$ cat config.mk
export PLATFORM = sky130hd
export DESIGN_NAME = mac_dot_sequencer
export DESIGN_NICKNAME = d
export VERILOG_FILES = /design/src/rtl/mac_dot_sequencer.sv
export SDC_FILE = /design/constraint.sdc
export NUM_CORES = 1
export LEC_CHECK = 0
export ABC_CLOCK_PERIOD_IN_PS = 4600
export CAP_MARGIN = 20
export CORE_MARGIN = 2
export CORE_UTILIZATION = 38
export DETAILED_ROUTE_END_ITERATION = 8
export DONT_BUFFER_PORTS = 1
export HOLD_SLACK_MARGIN = 0.15
export PLACE_DENSITY_LB_ADDON = 0.1
export RECOVER_POWER = 25
export SLEW_MARGIN = 25
export SYNTH_ARGS = -nofsm -noshare
export SYNTH_HDL_FRONTEND = slang
export SYNTH_SLANG_ARGS = --single-unit
export TNS_END_PERCENT = 50
$ cat constraint.sdc
create_clock -name clk -period 4.6 [get_ports clk]
set_input_delay 1.15 -clock clk [delete_from_list [all_inputs] [get_ports clk]]
set_output_delay 1.15 -clock clk [all_outputs]
set_load 0.1 [all_outputs]
$ cat src/rtl/mac_dot_sequencer.sv
// Sequences one dot-product job into a 16x16 signed MAC: multiply, accumulate, optional saturate.
// Captures {protect,result} MAC_LAT+1 edges after the final instruction and holds it until consumed.
module mac_dot_sequencer #(
    parameter int LEN_W   = 8,
    parameter int MAC_LAT = 1
) (
    input  logic             clk,
    input  logic             reset_n,
    input  logic             start,
    input  logic [LEN_W-1:0] len,
    input  logic             sat_en,
    input  logic             in_valid,
    output logic             in_ready,
    input  logic [15:0]      in_a,
    input  logic [15:0]      in_b,
    output logic [2:0]       mac_instruction,
    output logic [15:0]      mac_multiplier,
    output logic [15:0]      mac_multiplicand,
    output logic             mac_stall,
    input  logic [7:0]       mac_protect,
    input  logic [31:0]      mac_result,
    output logic             out_valid,
    input  logic             out_ready,
    output logic [39:0]      out_data,
    output logic             out_ovf,
    output logic             busy
);

    localparam int WCNT_W = $clog2(MAC_LAT + 2);
    localparam logic [2:0] OP_CLR = 3'b000;
    localparam logic [2:0] OP_MUL = 3'b001;
    localparam logic [2:0] OP_ACC = 3'b010;
    localparam logic [2:0] OP_SAT = 3'b011;

    typedef enum logic [2:0] {S_IDLE, S_RUN, S_DRAIN, S_WAIT, S_HOLD} state_t;

    state_t              r_state, w_state;
    logic [LEN_W-1:0]    r_cnt, w_cnt;
    logic                r_first, w_first;
    logic                r_sat_en, w_sat_en;
    logic [WCNT_W-1:0]   r_wcnt, w_wcnt;
    logic [2:0]          r_instr, w_instr;
    logic [15:0]         r_mult, w_mult;
    logic [15:0]         r_mcand, w_mcand;
    logic                r_stall, w_stall;
    logic                r_in_ready, w_in_ready;
    logic                r_out_valid, w_out_valid;
    logic [39:0]         r_out_data, w_out_data;
    logic                r_out_ovf, w_out_ovf;
    logic                r_busy, w_busy;
    logic                w_hs;
    logic [8:0]          w_top9;
    logic                w_ovf;

    assign w_hs   = r_in_ready & in_valid;
    // Overflow when the nine bits above the 31-bit magnitude disagree.
    assign w_top9 = {mac_protect, mac_result[31]};
    assign w_ovf  = ~(&w_top9 | ~|w_top9);

    always_comb begin
        w_state     = r_state;
        w_cnt       = r_cnt;
        w_first     = r_first;
        w_sat_en    = r_sat_en;
        w_wcnt      = r_wcnt;
        w_instr     = OP_CLR;
        w_mult      = 16'h0000;
        w_mcand     = 16'h0000;
        w_stall     = 1'b1;
        w_in_ready  = 1'b0;
        w_out_valid = r_out_valid;
        w_out_data  = r_out_data;
        w_out_ovf   = r_out_ovf;
        case (r_state)
            S_IDLE: begin
                if (start) begin
                    if (len != '0) begin
                        w_state    = S_RUN;
                        w_cnt      = len;
                        w_first    = 1'b1;
                        w_sat_en   = sat_en;
                        w_in_ready = 1'b1;
                    end else begin
                        w_state     = S_HOLD;
                        w_out_valid = 1'b1;
                        w_out_data  = 40'h0;
                        w_out_ovf   = 1'b0;
                    end
                end
            end
            S_RUN: begin
                w_in_ready = 1'b1;
                if (w_hs) begin
                    w_instr = r_first ? OP_MUL : OP_ACC;
                    w_mult  = in_a;
                    w_mcand = in_b;
                    w_stall = 1'b0;
                    w_first = 1'b0;
                    w_cnt   = r_cnt - 1'b1;
                    if (r_cnt == LEN_W'(1)) begin
                        w_in_ready = 1'b0;
                        w_state    = S_DRAIN;
                    end
                end else begin
                    // Idle cycles accumulate zero; before the first pair they clear instead.
                    w_instr = r_first ? OP_CLR : OP_ACC;
                end
            end
            S_DRAIN: begin
                w_instr = r_sat_en ? OP_SAT : OP_ACC;
                w_stall = 1'b0;
                w_wcnt  = WCNT_W'(MAC_LAT);
                w_state = S_WAIT;
            end
            S_WAIT: begin
                w_instr = OP_ACC;
                if (r_wcnt == '0) begin
                    w_out_data  = {mac_protect, mac_result};
                    w_out_ovf   = w_ovf;
                    w_out_valid = 1'b1;
                    w_state     = S_HOLD;
                end else begin
                    w_wcnt = r_wcnt - 1'b1;
                end
            end
            S_HOLD: begin
                if (out_ready) begin
                    w_out_valid = 1'b0;
                    w_state     = S_IDLE;
                end
            end
            default: w_state = S_IDLE;
        endcase
        w_busy = (w_state != S_IDLE);
    end

    always_ff @(posedge clk or negedge reset_n) begin
        if (!reset_n) begin
            r_state     <= S_IDLE;
            r_cnt       <= '0;
            r_first     <= 1'b0;
            r_sat_en    <= 1'b0;
            r_wcnt      <= '0;
            r_instr     <= OP_CLR;
            r_mult      <= 16'h0000;
            r_mcand     <= 16'h0000;
            r_stall     <= 1'b1;
            r_in_ready  <= 1'b0;
            r_out_valid <= 1'b0;
            r_out_data  <= 40'h0;
            r_out_ovf   <= 1'b0;
            r_busy      <= 1'b0;
        end else begin
            r_state     <= w_state;
            r_cnt       <= w_cnt;
            r_first     <= w_first;
            r_sat_en    <= w_sat_en;
            r_wcnt      <= w_wcnt;
            r_instr     <= w_instr;
            r_mult      <= w_mult;
            r_mcand     <= w_mcand;
            r_stall     <= w_stall;
            r_in_ready  <= w_in_ready;
            r_out_valid <= w_out_valid;
            r_out_data  <= w_out_data;
            r_out_ovf   <= w_out_ovf;
            r_busy      <= w_busy;
        end
    end

    assign in_ready         = r_in_ready;
    assign mac_instruction  = r_instr;
    assign mac_multiplier   = r_mult;
    assign mac_multiplicand = r_mcand;
    assign mac_stall        = r_stall;
    assign out_valid        = r_out_valid;
    assign out_data         = r_out_data;
    assign out_ovf          = r_out_ovf;
    assign busy             = r_busy;

endmodule
==> results_dict.tcl, run 1 <==
set metrics [dict create \
    ff2ff_setup_slack_ns 2.27 \
    track_usage_pct 16.1 \
    max_stage_delay_ns 0.53 \
    floorplan.core_area_um2 9820 \
    worst_path_dominant_cell_family "simple AND/OR/NAND/NOR gates" \
    ant_nets 0 \
    vias 2585 \
    postSynthCellCount 378 \
    crit_path_end_kind "flop" \
    internal-power_w 0.00137 \
    cts_resized 0 \
    synth.most_common_cell "nand2_1" \
    place_congestion 0.761 \
    synth_seq_area_share_pct 61.1 \
    synth-compound-area-share_pct 11.7 \
    crit_chain "nor4_2 > nand3_1 > and2_4 > mux2_4" \
    async_flop_share_pct 100 \
    port_buffers 0 \
    cts_tree "built" \
    muxShareOfSynthArea_pct 0.682 \
    post_drt_wl_per_cell_um 17.0 \
    drt-total-wl_mm 8.62 \
    finClkSkew_ns 0.0135 \
    grt_max_degree 95 \
    yosys.area_share.simple_pct 21.9 \
    worstRegToRegCells 4 \
    design_area_um2 4130 \
    setup_violations 0 \
    synth-adder-area-share_pct 0.975 \
    start_util_pct 39.2 \
    dpl_cell_area_um2 3940 \
    grt.overflow.total 0 \
    clock_sinks 94 \
    io_pins 166 \
    synth_edf_count 0 \
    crit_slowest_cell "nor4_2" \
    rsz0062_at_grt "false" \
    cts_buffers 9 \
    cts_root_buf "clkbuf_8" \
    synthTopCellsByArea "dfrtp_1, nand2_1, o21ai_0" \
    htree_levels 3 \
    synthXorXnorAreaFrac_pct 0 \
    max_slew.worst_pin.slew_ns 0.960 \
    clkTransAtPathRegs_ns 0.10 \
    arrival_ns 2.74 \
    p_sw_w 0.00150 \
    seqPwrFrac_pct 67.3 \
    final_core_util_pct 42.1 \
    hold_path.class "input pin to asynchronous set/reset pin" \
    clkPwrFrac_pct 18.3 \
    synth_top_area_share_pct 60.4 \
    die_h_um 105 \
    critPathLaunchType "input pin" \
    powerDensity_nw_per_um2 694 \
    finalHoldViolations 0 \
    synth_nets 467 \
    ys_top_cells_by_count "nand2_1, dfrtp_1, o21ai_0, and2_1, clkbuf_1" \
    drv_slew 0 \
    first_pass_iters 4 \
    drive_gt1_share_pct 8.04 \
    ys_warn_count 0 \
    antenna_found_initial 0 \
    required_ns 4.85 \
    switching_share_pct 52.4 \
    clk_latency_ns 0.36 \
    drc 0 \
    fin_cells 506 \
    die_area_um2 11000 \
    drt_iter0_markers 156 \
    ys_types 46 \
    placedCellCount 490 \
    cp_num_buf_inv 0 \
    post-cts-setup-buffers 0 \
    antennaDiodeCount 0 \
    die_x_um 105 \
    cap_viol_max_count 0 \
    netlist.top_cell.by_area "dfrtp_1" \
    slew_headroom_pct 36.0 \
    setup_tns_ns 0 \
    rr_startpoint "in_ready" \
    grt_pass1_wl_mm 13.8 \
    syn_area_um2 3850 \
    synth_top_family_by_area "simple AND/OR/NAND/NOR gates" \
    max_freq_mhz 400 \
    fin_crit_sh_pct 54.3 \
    synth_area_per_cell_um2 10.2 \
    vdd_drop_max_mv 0.309 \
    hpwl_mm 5.90 \
    p_comb_share_pct 14.4 \
    rows 36 \
    clk_path_buf_depth 2 \
    status "finished, final reports clean" \
    hold_buffers 0 \
    min_period_ns 2.50 \
    total_leakage_power_nw 1.75 \
    synth-seq-cells 94 \
    syn_to_final_growth_pct 7.28 \
    crit_type "input pin to flop" \
    nets 457 \
    via_per_inst 5.11 \
    first_global_vias 2500 \
    r2r_end "r_cnt[7]" \
    synthFlopType "dfrtp_1" \
    total_power_w 0.00287 \
    path_max_fanout 10 \
]
==> placed cells by master, fill, tap and decap left out, types with 2 or more instances in the layout <==
master	instances
dfrtp_1	93
o21ai_0	44
nand2b_1	2
and2_1	32
inv_1	7
nor4_2	2
inv_6	2
nor3_1	4
nand4_1	3
ha_1	3
clkbuf_8	10
nor4_1	4
o211ai_1	3
o2bb2ai_1	4
nand2_1	94
or4_4	2
or3_1	2
o21ai_1	5
nor2_1	6
a31oi_1	3
o31ai_1	2
a21oi_1	10
nand3_1	10
buf_4	2
==> flip-flops by register name (all words and copies together), names as in the netlist, 2 cells and up <==
signal / count
mac_instruction: 2
mac_multiplicand: 16
mac_multiplier: 16
out_data: 40
r_cnt: 8
r_state: 3
r_wcnt: 2
==> area by class of cell <==
class	instances	area, um2
clock inverters	6	50.0
inverters	7	26.3
well taps	133	166
repair buffers	2	15.0
flip-flops and latches	94	2350
fillers	991	5690
multi-input cells	254	1380
clock buffers	10	138
==> routing by layer <==
layer / GRT usage (%) / vias to the layer above / wire length [um]
met5: 0 / - / 0
met4: 6.67 / 0 / 141
met3: 7.61 / 11 / 975
met2: 23.2 / 107 / 3830
met1: 20.8 / 1219 / 3670
li1: - / 1248 / -
==> power by group through the flow <==
stage | combinational, W | sequential, W | clock, W
after floorplan | 0.000357 | 0.00190 | 0
after global placement | 0.000411 | 0.00195 | 0
after detailed placement | 0.000419 | 0.00195 | 0
after CTS | 0.000419 | 0.00193 | 0.000546
after global routing | 0.000471 | 0.00195 | 0.000581
final | 0.000413 | 0.00193 | 0.000525
==> stage by stage <==
stage | worst slack [ns] | hold slack (ns)
after CTS | 2.08 | 0.449
final | 2.10 | 0.473
after detailed placement | 1.70 | 0.472
after global routing | 1.97 | 0.437
after global placement | 1.75 | 0.465
after floorplan | 2.14 | 0.448
==> worst register-to-register path: cells and delay by family (launching register included) <==
kind	cells	cell delay, ns
flip-flops	1	0.96
AO/OA/AOI/OAI	2	0.37
AND/OR/NAND/NOR	2	0.91
==> worst max-delay path by stage <==
stage               cells after the start  startpoint  slack (ns)   endpoint
detailed placement                      4      len[0]        1.70   r_cnt[1]
finish                                  4      len[0]        2.10   r_cnt[1]
global placement                        4      len[0]        1.75   r_cnt[1]
floorplan                               4      len[0]        2.14   r_cnt[1]
CTS                                     0   out_valid        2.08  out_valid
global route                            4      len[0]        1.97   r_cnt[1]
==> cells by family after synthesis <==
logic type,count (synthesis)
simple gates,170
other cells,1
buf+inv,30
mux,2
fa+ha+maj,3
flops,94
compound gates,78
No activity file was read; power rests on OpenSTA's default activity.
==> inputs of run 2 (changes only) <==
--- a/config.mk
+++ b/config.mk
@@ -5,7 +5,7 @@
 export SDC_FILE = /design/constraint.sdc
 export NUM_CORES = 1
 export LEC_CHECK = 0
-export ABC_CLOCK_PERIOD_IN_PS = 4600
+export ABC_CLOCK_PERIOD_IN_PS = 2500
 export CAP_MARGIN = 20
 export CORE_MARGIN = 2
 export CORE_UTILIZATION = 38
==> constraint.sdc (replaced) <==
create_clock -name clk -period 2.5 [get_ports clk]
set_input_delay 0.625 -clock clk [delete_from_list [all_inputs] [get_ports clk]]
set_output_delay 0.625 -clock clk [all_outputs]
set_load 0.1 [all_outputs]
==> results_dict.tcl, run 2 (synthesis results as in run 1) <==
set metrics [dict create \
    setup_tns_ns 0 \
    status "finished, violations left" \
    hpwl_mm 6.35 \
    cts_buffers 9 \
    first_pass_iters 6 \
    total_leakage_power_nw 2.19 \
    final_common_cell "nand2_1" \
    arrival_ns 2.20 \
    switching_share_pct 49.1 \
    required_ns 2.74 \
    rows 36 \
    grt.overflow.total 0 \
    clkPwrFrac_pct 17.9 \
    fillers 966 \
    post_drt_wl_per_cell_um 15.1 \
    first_global_vias 2821 \
    slew_headroom_pct 61.3 \
    seqPwrFrac_pct 36.0 \
    drv_slew 0 \
    path_max_fanout 11 \
    max_slew.worst_pin.slew_ns 0.576 \
    p_sw_w 0.00278 \
    antenna_found_initial 0 \
    holdWs_ns -0.0508 \
    multi_input_area_um2 1380 \
    cts_tree "built" \
    die_h_um 105 \
    crit_path_end_kind "flop" \
    min_period_ns 1.96 \
    powerDensity_nw_per_um2 1190 \
    failed_checks "hold timing" \
    antennaDiodeCount 0 \
    internal-power_w 0.00288 \
    port_buffers 0 \
    ant_nets 0 \
    rsz0062_at_grt "false" \
    final_cell_mix "nand2_1, dfrtp_1, buf_4" \
    track_usage_pct 16.6 \
    critPathLaunchType "flop" \
    grt_pass1_wl_mm 14.5 \
    place_congestion 0.795 \
    fin_cells 589 \
    hold_path.class "input pin to asynchronous set/reset pin" \
    largest_reg_flops 40 \
    start_util_pct 39.2 \
    max_freq_mhz 511 \
    clock_sinks 94 \
    die_area_um2 11000 \
    drive_gt1_share_pct 24.6 \
    timing.critical_path.from "r_state[2]" \
    drt_iter0_markers 242 \
    cap_viol_max_count 0 \
    clkTransAtPathRegs_ns 0.10 \
    nets 540 \
    drc 0 \
    grt_max_degree 95 \
    rr_startpoint "r_state[2]" \
    placedCellCount 573 \
    ff_latch_area_um2 2350 \
    io_pins 166 \
    clk_latency_ns 0.36 \
    p_comb_share_pct 46.1 \
    setup_violations 0 \
    vias 2835 \
    syn_to_final_growth_pct 23.7 \
    fin_crit_sh_pct 78.3 \
    via_per_inst 4.81 \
    floorplan.core_area_um2 9820 \
    crit_type "flop to flop" \
    die_x_um 105 \
    drt-total-wl_mm 8.89 \
    clk_path_buf_depth 2 \
    htree_levels 3 \
    finClkSkew_ns 0.0138 \
    finalHoldViolations 93 \
    cts_root_buf "clkbuf_8" \
    vdd_drop_max_mv 0.643 \
]
run 2: power by group through the flow:
stage	Sequential [W]	Combinational (W)	Clock [W]
after floorplan	0.00350	0.000657	0
after global placement	0.00206	0.00261	0
after detailed placement	0.00207	0.00263	0
after CTS	0.00204	0.00263	0.00106
after global routing	0.00208	0.00275	0.00113
final	0.00204	0.00261	0.00101
run 2: per-layer routing:
metal  global-route usage (%)  share of wire (%)  up-vias  wire length [um]
li1                         -                  -     1413                 -
met1                     22.1                 44     1311              3910
met2                     25.5                 46       99              4070
met3                     5.43                8.6       12               765
met4                     6.10                1.6        0               142
met5                        0                  0        -                 0
run 2: final timing paths:
| path | cells after the start | to | slack (ns) |
|---|---|---|---|
| setup / recovery | 3 | r_sat_en | 0.54 |
| hold / removal | 0 | out_data[11] | -0.05 |
| setup reg to reg | 3 | r_sat_en | 0.54 |
| hold reg to reg | 2 | out_data[0] | 0.49 |
| max in group asynchronous | 0 | mac_stall | 2.35 |
| min in group clk | 1 | mac_multiplier[2] | 0.39 |
run 2: repair_timing:
action                                 in CTS  in global routing
setup buffers                               0                  0
gates resized for setup                     0                  0
endpoints found under the hold margin      94                 94
run 2: worst max-delay path, cell delays in order (launching register included):
cell and delay, ns:
dfrtp_1 0.51, or4b_1 0.64, a21oi_1 0.33, mux2_2 0.38
run 2: through the flow:
step | cell area (um2) | hold slack (ns) | power [W] | setup WS [ns] | utilization, %
after detailed placement | 4570 | 0.333 | 0.00470 | 0.391 | 46.5
after global routing | 4760 | -0.0769 | 0.00596 | 0.341 | 48.5
after global placement | 4570 | 0.332 | 0.00467 | 0.490 | 46.5
final | 4760 | -0.0508 | 0.00566 | 0.541 | 48.5
after CTS | 4760 | -0.0723 | 0.00573 | 0.549 | 48.5
after floorplan | 3850 | 0.329 | 0.00415 | 0.406 | -
run 2: final cells by class:
type / count / area share [%]
clock buffer: 10 / 2.68
clock inverter: 6 / 1.44
inverter: 7 / 0.552
multi-input combinational: 254 / 29.0
sequential: 94 / 49.4
tap: 133 / 3.49
timing repair buffer: 85 / 13.4
